[src/rtl/decode_buf_pkg.sv]
// Shared widths, op codes, tp encodings and the queue entry record for the decode buffer.
package decode_buf_pkg;

    localparam int DAT_W     = 32;
    localparam int RAM_ADR_W = 32;
    localparam int REG_BIT   = 5;
    localparam int OP_W      = 6;

    typedef enum logic [1:0] {
        TP_BR  = 2'd0,
        TP_LD  = 2'd1,
        TP_ST  = 2'd2,
        TP_ALU = 2'd3
    } tp_e;

    // OP_ILL stays at 0 so an illegal entry always carries op=0.
    typedef enum logic [OP_W-1:0] {
        OP_ILL, OP_ADD, OP_SUB, OP_SLL, OP_SLT, OP_SLTU, OP_XOR, OP_SRL, OP_SRA, OP_OR, OP_AND,
        OP_ADDI, OP_SLTI, OP_SLTIU, OP_XORI, OP_ORI, OP_ANDI, OP_SLLI, OP_SRLI, OP_SRAI,
        OP_LUI, OP_AUIPC, OP_JAL, OP_JALR,
        OP_BEQ, OP_BNE, OP_BLT, OP_BGE, OP_BLTU, OP_BGEU,
        OP_LB, OP_LH, OP_LW, OP_LBU, OP_LHU, OP_SB, OP_SH, OP_SW
    } op_e;

    localparam logic [6:0] OPC_LUI    = 7'b0110111;
    localparam logic [6:0] OPC_AUIPC  = 7'b0010111;
    localparam logic [6:0] OPC_JAL    = 7'b1101111;
    localparam logic [6:0] OPC_JALR   = 7'b1100111;
    localparam logic [6:0] OPC_BRANCH = 7'b1100011;
    localparam logic [6:0] OPC_LOAD   = 7'b0000011;
    localparam logic [6:0] OPC_STORE  = 7'b0100011;
    localparam logic [6:0] OPC_OPIMM  = 7'b0010011;
    localparam logic [6:0] OPC_OP     = 7'b0110011;

    typedef struct packed {
        logic                 ic;
        tp_e                  tp;
        op_e                  op;
        logic [REG_BIT-1:0]   rd;
        logic [REG_BIT-1:0]   rs1;
        logic [REG_BIT-1:0]   rs2;
        logic [DAT_W-1:0]     imm;
        logic [RAM_ADR_W-1:0] pc;
        logic                 pbr;
        logic                 ill;
    } entry_t;

endpackage

[src/rtl/rv_dec_core.sv]
// Purely combinational RV32I / RV32C instruction decoder feeding the decode queue.
module rv_dec_core
    import decode_buf_pkg::*;
#(
    parameter int C_EN = 1
) (
    input  logic [DAT_W-1:0]   ins,
    input  logic               ic,
    output tp_e                tp,
    output op_e                op,
    output logic [REG_BIT-1:0] rd,
    output logic [REG_BIT-1:0] rs1,
    output logic [REG_BIT-1:0] rs2,
    output logic [DAT_W-1:0]   imm,
    output logic               ill
);

    logic [2:0]         f3;
    logic [REG_BIT-1:0] i_rd, i_rs1, i_rs2, c_rd, c_rs2, c_rdp, c_rs1p;
    logic [DAT_W-1:0]   imm_i, imm_s, imm_b, imm_u, imm_j, imm_sh;
    logic [DAT_W-1:0]   c_imm6, c_sh, c_j, c_b, c_lw, c_lwsp, c_swsp, c_a16, c_a4, c_lui;

    assign f3     = ins[14:12];
    assign i_rd   = ins[11:7];
    assign i_rs1  = ins[19:15];
    assign i_rs2  = ins[24:20];
    assign c_rd   = ins[11:7];
    assign c_rs2  = ins[6:2];
    assign c_rdp  = {2'b01, ins[4:2]};
    assign c_rs1p = {2'b01, ins[9:7]};

    assign imm_i  = {{20{ins[31]}}, ins[31:20]};
    assign imm_s  = {{20{ins[31]}}, ins[31:25], ins[11:7]};
    assign imm_b  = {{19{ins[31]}}, ins[31], ins[7], ins[30:25], ins[11:8], 1'b0};
    assign imm_u  = {ins[31:12], 12'b0};
    assign imm_j  = {{11{ins[31]}}, ins[31], ins[19:12], ins[20], ins[30:21], 1'b0};
    assign imm_sh = {27'b0, ins[24:20]};

    // Compressed immediates are scattered across the halfword; each is reassembled into byte offsets.
    assign c_imm6 = {{26{ins[12]}}, ins[12], ins[6:2]};
    assign c_sh   = {26'b0, ins[12], ins[6:2]};
    assign c_j    = {{20{ins[12]}}, ins[12], ins[8], ins[10:9], ins[6], ins[7], ins[2], ins[11], ins[5:3], 1'b0};
    assign c_b    = {{23{ins[12]}}, ins[12], ins[6:5], ins[2], ins[11:10], ins[4:3], 1'b0};
    assign c_lw   = {25'b0, ins[5], ins[12:10], ins[6], 2'b0};
    assign c_lwsp = {24'b0, ins[3:2], ins[12], ins[6:4], 2'b0};
    assign c_swsp = {24'b0, ins[8:7], ins[12:9], 2'b0};
    assign c_a16  = {{22{ins[12]}}, ins[12], ins[4:3], ins[5], ins[2], ins[6], 4'b0};
    assign c_a4   = {22'b0, ins[10:7], ins[12:11], ins[5], ins[6], 2'b0};
    assign c_lui  = {{14{ins[12]}}, ins[12], ins[6:2], 12'b0};

    // NOTE: every output gets a default first so no path through the case tree infers a latch.
    always_comb begin
        tp = TP_ALU; op = OP_ILL; rd = '0; rs1 = '0; rs2 = '0; imm = '0; ill = 1'b0;
        if (!ic) begin
            case (ins[6:0])
                OPC_LUI:   begin op = OP_LUI;   rd = i_rd; imm = imm_u; end
                OPC_AUIPC: begin op = OP_AUIPC; rd = i_rd; imm = imm_u; end
                OPC_JAL:   begin op = OP_JAL;   rd = i_rd; imm = imm_j; end
                OPC_JALR:  begin op = OP_JALR; tp = TP_BR; rd = i_rd; rs1 = i_rs1; imm = imm_i; ill = (f3 != 3'b000); end
                OPC_BRANCH: begin
                    tp = TP_BR; rs1 = i_rs1; rs2 = i_rs2; imm = imm_b;
                    case (f3)
                        3'b000: op = OP_BEQ;  3'b001: op = OP_BNE;
                        3'b100: op = OP_BLT;  3'b101: op = OP_BGE;
                        3'b110: op = OP_BLTU; 3'b111: op = OP_BGEU;
                        default: ill = 1'b1;
                    endcase
                end
                OPC_LOAD: begin
                    tp = TP_LD; rd = i_rd; rs1 = i_rs1; imm = imm_i;
                    case (f3)
                        3'b000: op = OP_LB;  3'b001: op = OP_LH; 3'b010: op = OP_LW;
                        3'b100: op = OP_LBU; 3'b101: op = OP_LHU;
                        default: ill = 1'b1;
                    endcase
                end
                OPC_STORE: begin
                    tp = TP_ST; rs1 = i_rs1; rs2 = i_rs2; imm = imm_s;
                    case (f3)
                        3'b000: op = OP_SB; 3'b001: op = OP_SH; 3'b010: op = OP_SW;
                        default: ill = 1'b1;
                    endcase
                end
                OPC_OPIMM: begin
                    rd = i_rd; rs1 = i_rs1; imm = imm_i;
                    case (f3)
                        3'b000: op = OP_ADDI;  3'b010: op = OP_SLTI; 3'b011: op = OP_SLTIU;
                        3'b100: op = OP_XORI;  3'b110: op = OP_ORI;  3'b111: op = OP_ANDI;
                        3'b001: begin op = OP_SLLI; imm = imm_sh; end
                        default: begin op = ins[30] ? OP_SRAI : OP_SRLI; imm = imm_sh; end
                    endcase
                end
                OPC_OP: begin
                    rd = i_rd; rs1 = i_rs1; rs2 = i_rs2;
                    case (f3)
                        3'b000: op = ins[30] ? OP_SUB : OP_ADD;
                        3'b001: op = OP_SLL;  3'b010: op = OP_SLT; 3'b011: op = OP_SLTU;
                        3'b100: op = OP_XOR;  3'b101: op = ins[30] ? OP_SRA : OP_SRL;
                        3'b110: op = OP_OR;   default: op = OP_AND;
                    endcase
                end
                default: ill = 1'b1;
            endcase
        end else if (C_EN == 0) begin
            ill = 1'b1;
        end else begin
            case ({ins[1:0], ins[15:13]})
                5'b00_000: begin op = OP_ADDI; rd = c_rdp; rs1 = REG_BIT'(2); imm = c_a4; ill = (ins[12:5] == 8'd0); end
                5'b00_010: begin op = OP_LW; tp = TP_LD; rd = c_rdp; rs1 = c_rs1p; imm = c_lw; end
                5'b00_110: begin op = OP_SW; tp = TP_ST; rs1 = c_rs1p; rs2 = c_rdp; imm = c_lw; end
                5'b01_000: begin op = OP_ADDI; rd = c_rd; rs1 = c_rd; imm = c_imm6; end
                5'b01_001: begin op = OP_JAL; rd = REG_BIT'(1); imm = c_j; end
                5'b01_010: begin op = OP_ADDI; rd = c_rd; imm = c_imm6; end
                5'b01_011: begin
                    if (c_rd == REG_BIT'(2)) begin op = OP_ADDI; rd = c_rd; rs1 = c_rd; imm = c_a16; end
                    else begin op = OP_LUI; rd = c_rd; imm = c_lui; end
                end
                5'b01_100: begin
                    rd = c_rs1p; rs1 = c_rs1p;
                    case (ins[11:10])
                        2'b00: begin op = OP_SRLI; imm = c_sh; end
                        2'b01: begin op = OP_SRAI; imm = c_sh; end
                        2'b10: begin op = OP_ANDI; imm = c_imm6; end
                        default: begin
                            rs2 = c_rdp;
                            case ({ins[12], ins[6:5]})
                                3'b000: op = OP_SUB; 3'b001: op = OP_XOR;
                                3'b010: op = OP_OR;  3'b011: op = OP_AND;
                                default: ill = 1'b1;
                            endcase
                        end
                    endcase
                end
                5'b01_101: begin op = OP_JAL; imm = c_j; end
                5'b01_110: begin op = OP_BEQ; tp = TP_BR; rs1 = c_rs1p; imm = c_b; end
                5'b01_111: begin op = OP_BNE; tp = TP_BR; rs1 = c_rs1p; imm = c_b; end
                5'b10_000: begin op = OP_SLLI; rd = c_rd; rs1 = c_rd; imm = c_sh; end
                5'b10_010: begin op = OP_LW; tp = TP_LD; rd = c_rd; rs1 = REG_BIT'(2); imm = c_lwsp; end
                5'b10_100: begin
                    if (c_rs2 != '0) begin
                        op = OP_ADD; rd = c_rd; rs1 = ins[12] ? c_rd : '0; rs2 = c_rs2;
                    end else if (c_rd == '0) begin
                        ill = 1'b1;
                    end else begin
                        op = OP_JALR; tp = TP_BR; rd = ins[12] ? REG_BIT'(1) : '0; rs1 = c_rd;
                    end
                end
                5'b10_110: begin op = OP_SW; tp = TP_ST; rs1 = REG_BIT'(2); rs2 = c_rs2; imm = c_swsp; end
                default: ill = 1'b1;
            endcase
        end
        if (ill) begin
            tp = TP_ALU; op = OP_ILL; rd = '0; rs1 = '0; rs2 = '0; imm = '0;
        end
    end

endmodule

[src/rtl/decode_buf.sv]
// Decoded-instruction queue between fetch and issue: decodes on push, holds DEPTH records in order.
module decode_buf
    import decode_buf_pkg::*;
#(
    parameter int DEPTH = 4,
    parameter int C_EN  = 1
) (
    input  logic                    clk,
    input  logic                    rst,
    input  logic                    en,
    input  logic                    clr,
    input  logic                    if_valid_i,
    output logic                    if_ready_o,
    input  logic                    if_ic_i,
    input  logic [DAT_W-1:0]        if_ins_i,
    input  logic [RAM_ADR_W-1:0]    if_pc_i,
    input  logic                    if_pbr_i,
    output logic                    out_valid_o,
    input  logic                    out_ready_i,
    output logic                    out_ic_o,
    output logic [1:0]              out_tp_o,
    output logic [OP_W-1:0]         out_op_o,
    output logic [REG_BIT-1:0]      out_rd_o,
    output logic [REG_BIT-1:0]      out_rs1_o,
    output logic [REG_BIT-1:0]      out_rs2_o,
    output logic [DAT_W-1:0]        out_imm_o,
    output logic [RAM_ADR_W-1:0]    out_pc_o,
    output logic                    out_pbr_o,
    output logic                    out_ill_o,
    output logic [$clog2(DEPTH):0]  cnt_o
);

    localparam int AW = $clog2(DEPTH);
    localparam logic [AW:0] CNT_FULL = DEPTH[AW:0];

    logic [AW-1:0] wr_ptr_q, wr_ptr_d, rd_ptr_q, rd_ptr_d;
    logic [AW:0]   cnt_q, cnt_d;
    entry_t        mem_q [DEPTH];
    entry_t        wr_entry, head;
    logic          push, pop;

    tp_e                dec_tp;
    op_e                dec_op;
    logic [REG_BIT-1:0] dec_rd, dec_rs1, dec_rs2;
    logic [DAT_W-1:0]   dec_imm;
    logic               dec_ill;

    rv_dec_core #(.C_EN(C_EN)) u_dec (
        .ins (if_ins_i), .ic  (if_ic_i),
        .tp  (dec_tp),   .op  (dec_op),
        .rd  (dec_rd),   .rs1 (dec_rs1), .rs2 (dec_rs2),
        .imm (dec_imm),  .ill (dec_ill)
    );

    // Ready looks only at the registered count, so a pop never re-opens a full queue in the same cycle.
    assign if_ready_o  = en && (cnt_q < CNT_FULL);
    assign out_valid_o = (cnt_q != '0);
    assign push        = en && !clr && if_valid_i && if_ready_o;
    assign pop         = en && !clr && out_valid_o && out_ready_i;

    always_comb begin
        wr_entry = '{ic: if_ic_i, tp: dec_tp, op: dec_op, rd: dec_rd, rs1: dec_rs1, rs2: dec_rs2,
                     imm: dec_imm, pc: if_pc_i, pbr: if_pbr_i, ill: dec_ill};
        head     = out_valid_o ? mem_q[rd_ptr_q] : '0;
    end

    always_comb begin
        wr_ptr_d = wr_ptr_q;
        rd_ptr_d = rd_ptr_q;
        cnt_d    = cnt_q;
        if (clr) begin
            wr_ptr_d = '0;
            rd_ptr_d = '0;
            cnt_d    = '0;
        end else begin
            if (push) wr_ptr_d = wr_ptr_q + 1'b1;
            if (pop)  rd_ptr_d = rd_ptr_q + 1'b1;
            case ({push, pop})
                2'b10:   cnt_d = cnt_q + 1'b1;
                2'b01:   cnt_d = cnt_q - 1'b1;
                default: cnt_d = cnt_q;
            endcase
        end
    end

    // NOTE: sequential state uses non-blocking assignments so every flop samples pre-edge values.
    always_ff @(posedge clk) begin
        if (!rst) begin
            wr_ptr_q <= '0;
            rd_ptr_q <= '0;
            cnt_q    <= '0;
        end else begin
            wr_ptr_q <= wr_ptr_d;
            rd_ptr_q <= rd_ptr_d;
            cnt_q    <= cnt_d;
        end
    end

    // NOTE: entry storage is not reset; cnt_q gates every read, so stale contents are never visible.
    always_ff @(posedge clk) begin
        if (rst && push) mem_q[wr_ptr_q] <= wr_entry;
    end

    assign out_ic_o  = head.ic;
    assign out_tp_o  = head.tp;
    assign out_op_o  = head.op;
    assign out_rd_o  = head.rd;
    assign out_rs1_o = head.rs1;
    assign out_rs2_o = head.rs2;
    assign out_imm_o = head.imm;
    assign out_pc_o  = head.pc;
    assign out_pbr_o = head.pbr;
    assign out_ill_o = head.ill;
    assign cnt_o     = cnt_q;

endmodule

[config.mk]
export PLATFORM = sky130hd
export DESIGN_NAME = decode_buf
export DESIGN_NICKNAME = d
export VERILOG_FILES = /design/src/rtl/decode_buf_pkg.sv /design/src/rtl/rv_dec_core.sv /design/src/rtl/decode_buf.sv
export SDC_FILE = /design/constraint.sdc
export NUM_CORES = 1
export LEC_CHECK = 0
export ABC_AREA = 1
export CAP_MARGIN = 20
export CORE_ASPECT_RATIO = 0.5
export CORE_MARGIN = 1
export CORE_UTILIZATION = 35
export DETAILED_ROUTE_END_ITERATION = 7
export GPL_ROUTABILITY_DRIVEN = 1
export PLACE_DENSITY = 0.57
export SKIP_CTS_REPAIR_TIMING = 1
export SYNTH_ARGS = -nofsm -noshare
export SYNTH_HDL_FRONTEND = slang
export SYNTH_SLANG_ARGS = --single-unit
[constraint.sdc]
create_clock -name clk -period 8.2 [get_ports clk]
set_input_delay 2.46 -clock clk [delete_from_list [all_inputs] [get_ports clk]]
set_output_delay 2.46 -clock clk [all_outputs]
set_load 0.005 [all_outputs]
==> metrics.md <==
| Metric | Value |
|---|---|
| Critical path fanouts, max | `109` |
| Leakage power | `7.45 nW` |
| Setup Viol. Count Final | `0` |
| CP Class | `reg -> out` |
| ANT nets after route | `0` |
| Post-Synthesis Cell Area | `17,600 um2` |
| PwrDens | `188 nW/um2` |
| Min Clock Period, post-route | `6.10 ns` |
| Share of layout cells above drive strength 1 | `5.68%` |
| All-Layer GR Usage | `19.3%` |
| Clk pin slew, worst setup/hold paths | `0.06 ns` |
| Final routed DRC violation total | `0` |
| Syn nets | `1,933` |
| FILL cells | `4,696` |
| Routed length per placed instance | `19.1 um` |
| Most frequent cells in the layout | `nor2_1, edfxtp_1, nand2_1, o21ai_0, clkdlybuf4s50_1` |
| Status | `finished, final reports clean` |
| DIE AREA | `51,400 um2` |
| Vias in the first global route | `12,900` |
| Remaining Overflow, GRT | `0` |
| Largest net degree at the start of global routing | `110` |
| VDD IR max | `0.0940 mV` |
| Placement Rows | `57` |
| IO Count | `167` |
| Die width | `320 um` |
| DP Worst Slack | `2.19 ns` |
| Inst Count DP | `2,578` |
| Post-layout utilization of the core | `42.6%` |
| Post-synth EDFFs | `360` |
| HPWL after DPL | `30.9 mm` |
| Die height | `161 um` |
| Final worst slack | `2.10 ns` |
| TritonCTS buffer count | `37` |
| Min-delay src | `rd_ptr_q[1]$_SDFFE_PP0P_` |
| Endpoint class of the critical path | `output pin` |
| Yosys top cell area share | `61.3%` |
| Final WL | `50.4 mm` |
| DR pass1 iterations | `6` |
| Core Area | `49,100 um2` |
| CTS tree | `yes` |
| Startpoint types | `register` |
| I/O Buffers | `166` |
| CP arrival | `3.64 ns` |
| Slew headroom | `32.6%` |
| Hold crit path type | `reg -> reg` |
| Gpl congestion | `1.00` |
| Maxcap violations | `0` |
| Leading area contributor after synthesis | `edfxtp_1` |
| Synth top area cells | `edfxtp_1, nor2_1, o21ai_0` |
| RSZ-0062 raised after global routing | `no` |
| Fmax | `164 MHz` |
| Final non-filler cell total | `2,640` |
| Initial DRC count | `1,099` |
| Reg-to-Reg Start | `cnt_o[0]$_SDFFE_PP0P_` |
| Clock Skews | `0.0120 ns` |
| Worst EP required | `5.74 ns` |
| Root Driver | `clkbuf_16` |
| Number of distinct library cells after synthesis | `35` |
| Synth Register Bits | `369` |
| Clk_lat worst skew | `0.55 ns` |
| Syn_area_per_cell | `9.51 um2` |
| Nets | `2,046` |
| DR vias/cell | `5.11` |
| Starting Density | `35.9%` |
| TritonCTS Sinks | `369` |
| Seq/Total Area, Yosys | `62.3%` |
| Slew Viols, Final | `0` |
| Asr flop ratio synth | `0%` |
| Initial antenna violation count | `0` |
| Via count | `13,500` |
| Hold_ws | `0.454 ns` |
| Ys Warns | `0` |
| First-pass GRT wire length | `76.7 mm` |
| Maximum root-to-sink buffer count | `3` |
| Final Hold Fails | `0` |
| Synthesized instance count | `1,855` |
| # H-tree levels | `2` |
| Area grow syn2layout | `18.6%` |
| Sum Neg Setup Slack | `0 ns` |
| Synth Flop Type | `edfxtp_1` |
| # diodes | `0` |
| Leading cell type in the layout, fill and taps excluded | `nor2_1` |
| Actual slew at the worst max-slew pin | `1.01 ns` |
| Period utilization | `74.3%` |
==> registers in the layout, summed over array words and instances, names as in the netlist, named ones only <==
| name | flops |
|---|---|
| mem_q | 360 |
| cnt_o | 3 |
| rd_ptr_q | 2 |
| wr_ptr_q | 2 |
==> final timing paths <==
| path | to | slack (ns) | cells past startpoint |
|---|---|---|---|
| worst max-delay path | out_op_o[1] | 2.10 | 5 |
| worst min-delay path | register | 0.45 | 2 |
| worst max register to register | cnt_o[2]$_SDFFE_PP0P_ | 5.26 | 11 |
| worst min register to register | register | 0.45 | 2 |
==> routing by layer <==
| layer | wire [um] | share of wire, % | GRT usage [%] | vias up |
|---|---|---|---|---|
| met4 | 1140 | 2.3 | 5.53 | 0 |
| li1 | - | - | - | 6567 |
| met3 | 2700 | 5.4 | 3.01 | 86 |
| met1 | 22700 | 45 | 26.4 | 6458 |
| met5 | 0 | 0 | 0 | - |
| met2 | 23900 | 47 | 32.0 | 383 |
==> cell usage after synthesis, types with 5 or more instances <==
cell / instances
nor2_1: 476
edfxtp_1: 360
nand2_1: 259
o21ai_0: 253
a21oi_1: 116
nand3_1: 89
inv_1: 82
clkbuf_1: 60
nand4_1: 30
buf_1: 22
nor2_4: 17
buf_2: 13
nor3_1: 11
dfxtp_1: 9
inv_2: 9
buf_4: 6
buf_6: 6
ha_1: 5
nand2_2: 5
o211ai_1: 5
==> critical path, stage by stage (launching register included) <==
cell,delay [ns]
dfxtp_4,0.57
inv_4,0.75
buf_4,0.68
o21ai_0,0.20
a21oi_1,0.26
clkdlybuf4s50_1,0.56
==> per-stage QoR <==
step / power [mW] / instance area [um2]
floorplan: 2.27 / 17600
global placement: 2.40 / 19800
detailed placement: 2.40 / 19800
CTS: 3.98 / 20900
global route: 4.07 / 20900
finish: 3.94 / 20900
==> area by class of cell <==
type                       count  area, um2  area share, %
clock buffer                  50        996           4.76
sequential                   369      11000           52.6
inverter                      94        364           1.74
tap                          649        812           3.88
clock inverter                12        110          0.526
timing repair buffer         182       1820           8.70
multi-input combinational   1284       5820           27.8
==> power breakdown <==
part	internal [mW]	leakage, nW	total [mW]	switching (mW)
clock	0.887	0.531	1.58	0.695
combinational	0.0989	3.52	0.281	0.182
sequential	2.08	3.39	2.08	0.00332
==> cells by family (layout without fill, tap and decap cells) <==
group,count (synthesis),in the layout,share of synthesized area [%]
AOI/OAI and AO/OA,378,378,10.8
adders and majority gates,6,6,0.468
DFF,369,369,62.3
buffers and inverters,202,338,4.91
and+or+nand+nor,900,900,21.5
(Power assumes the default switching activity.)
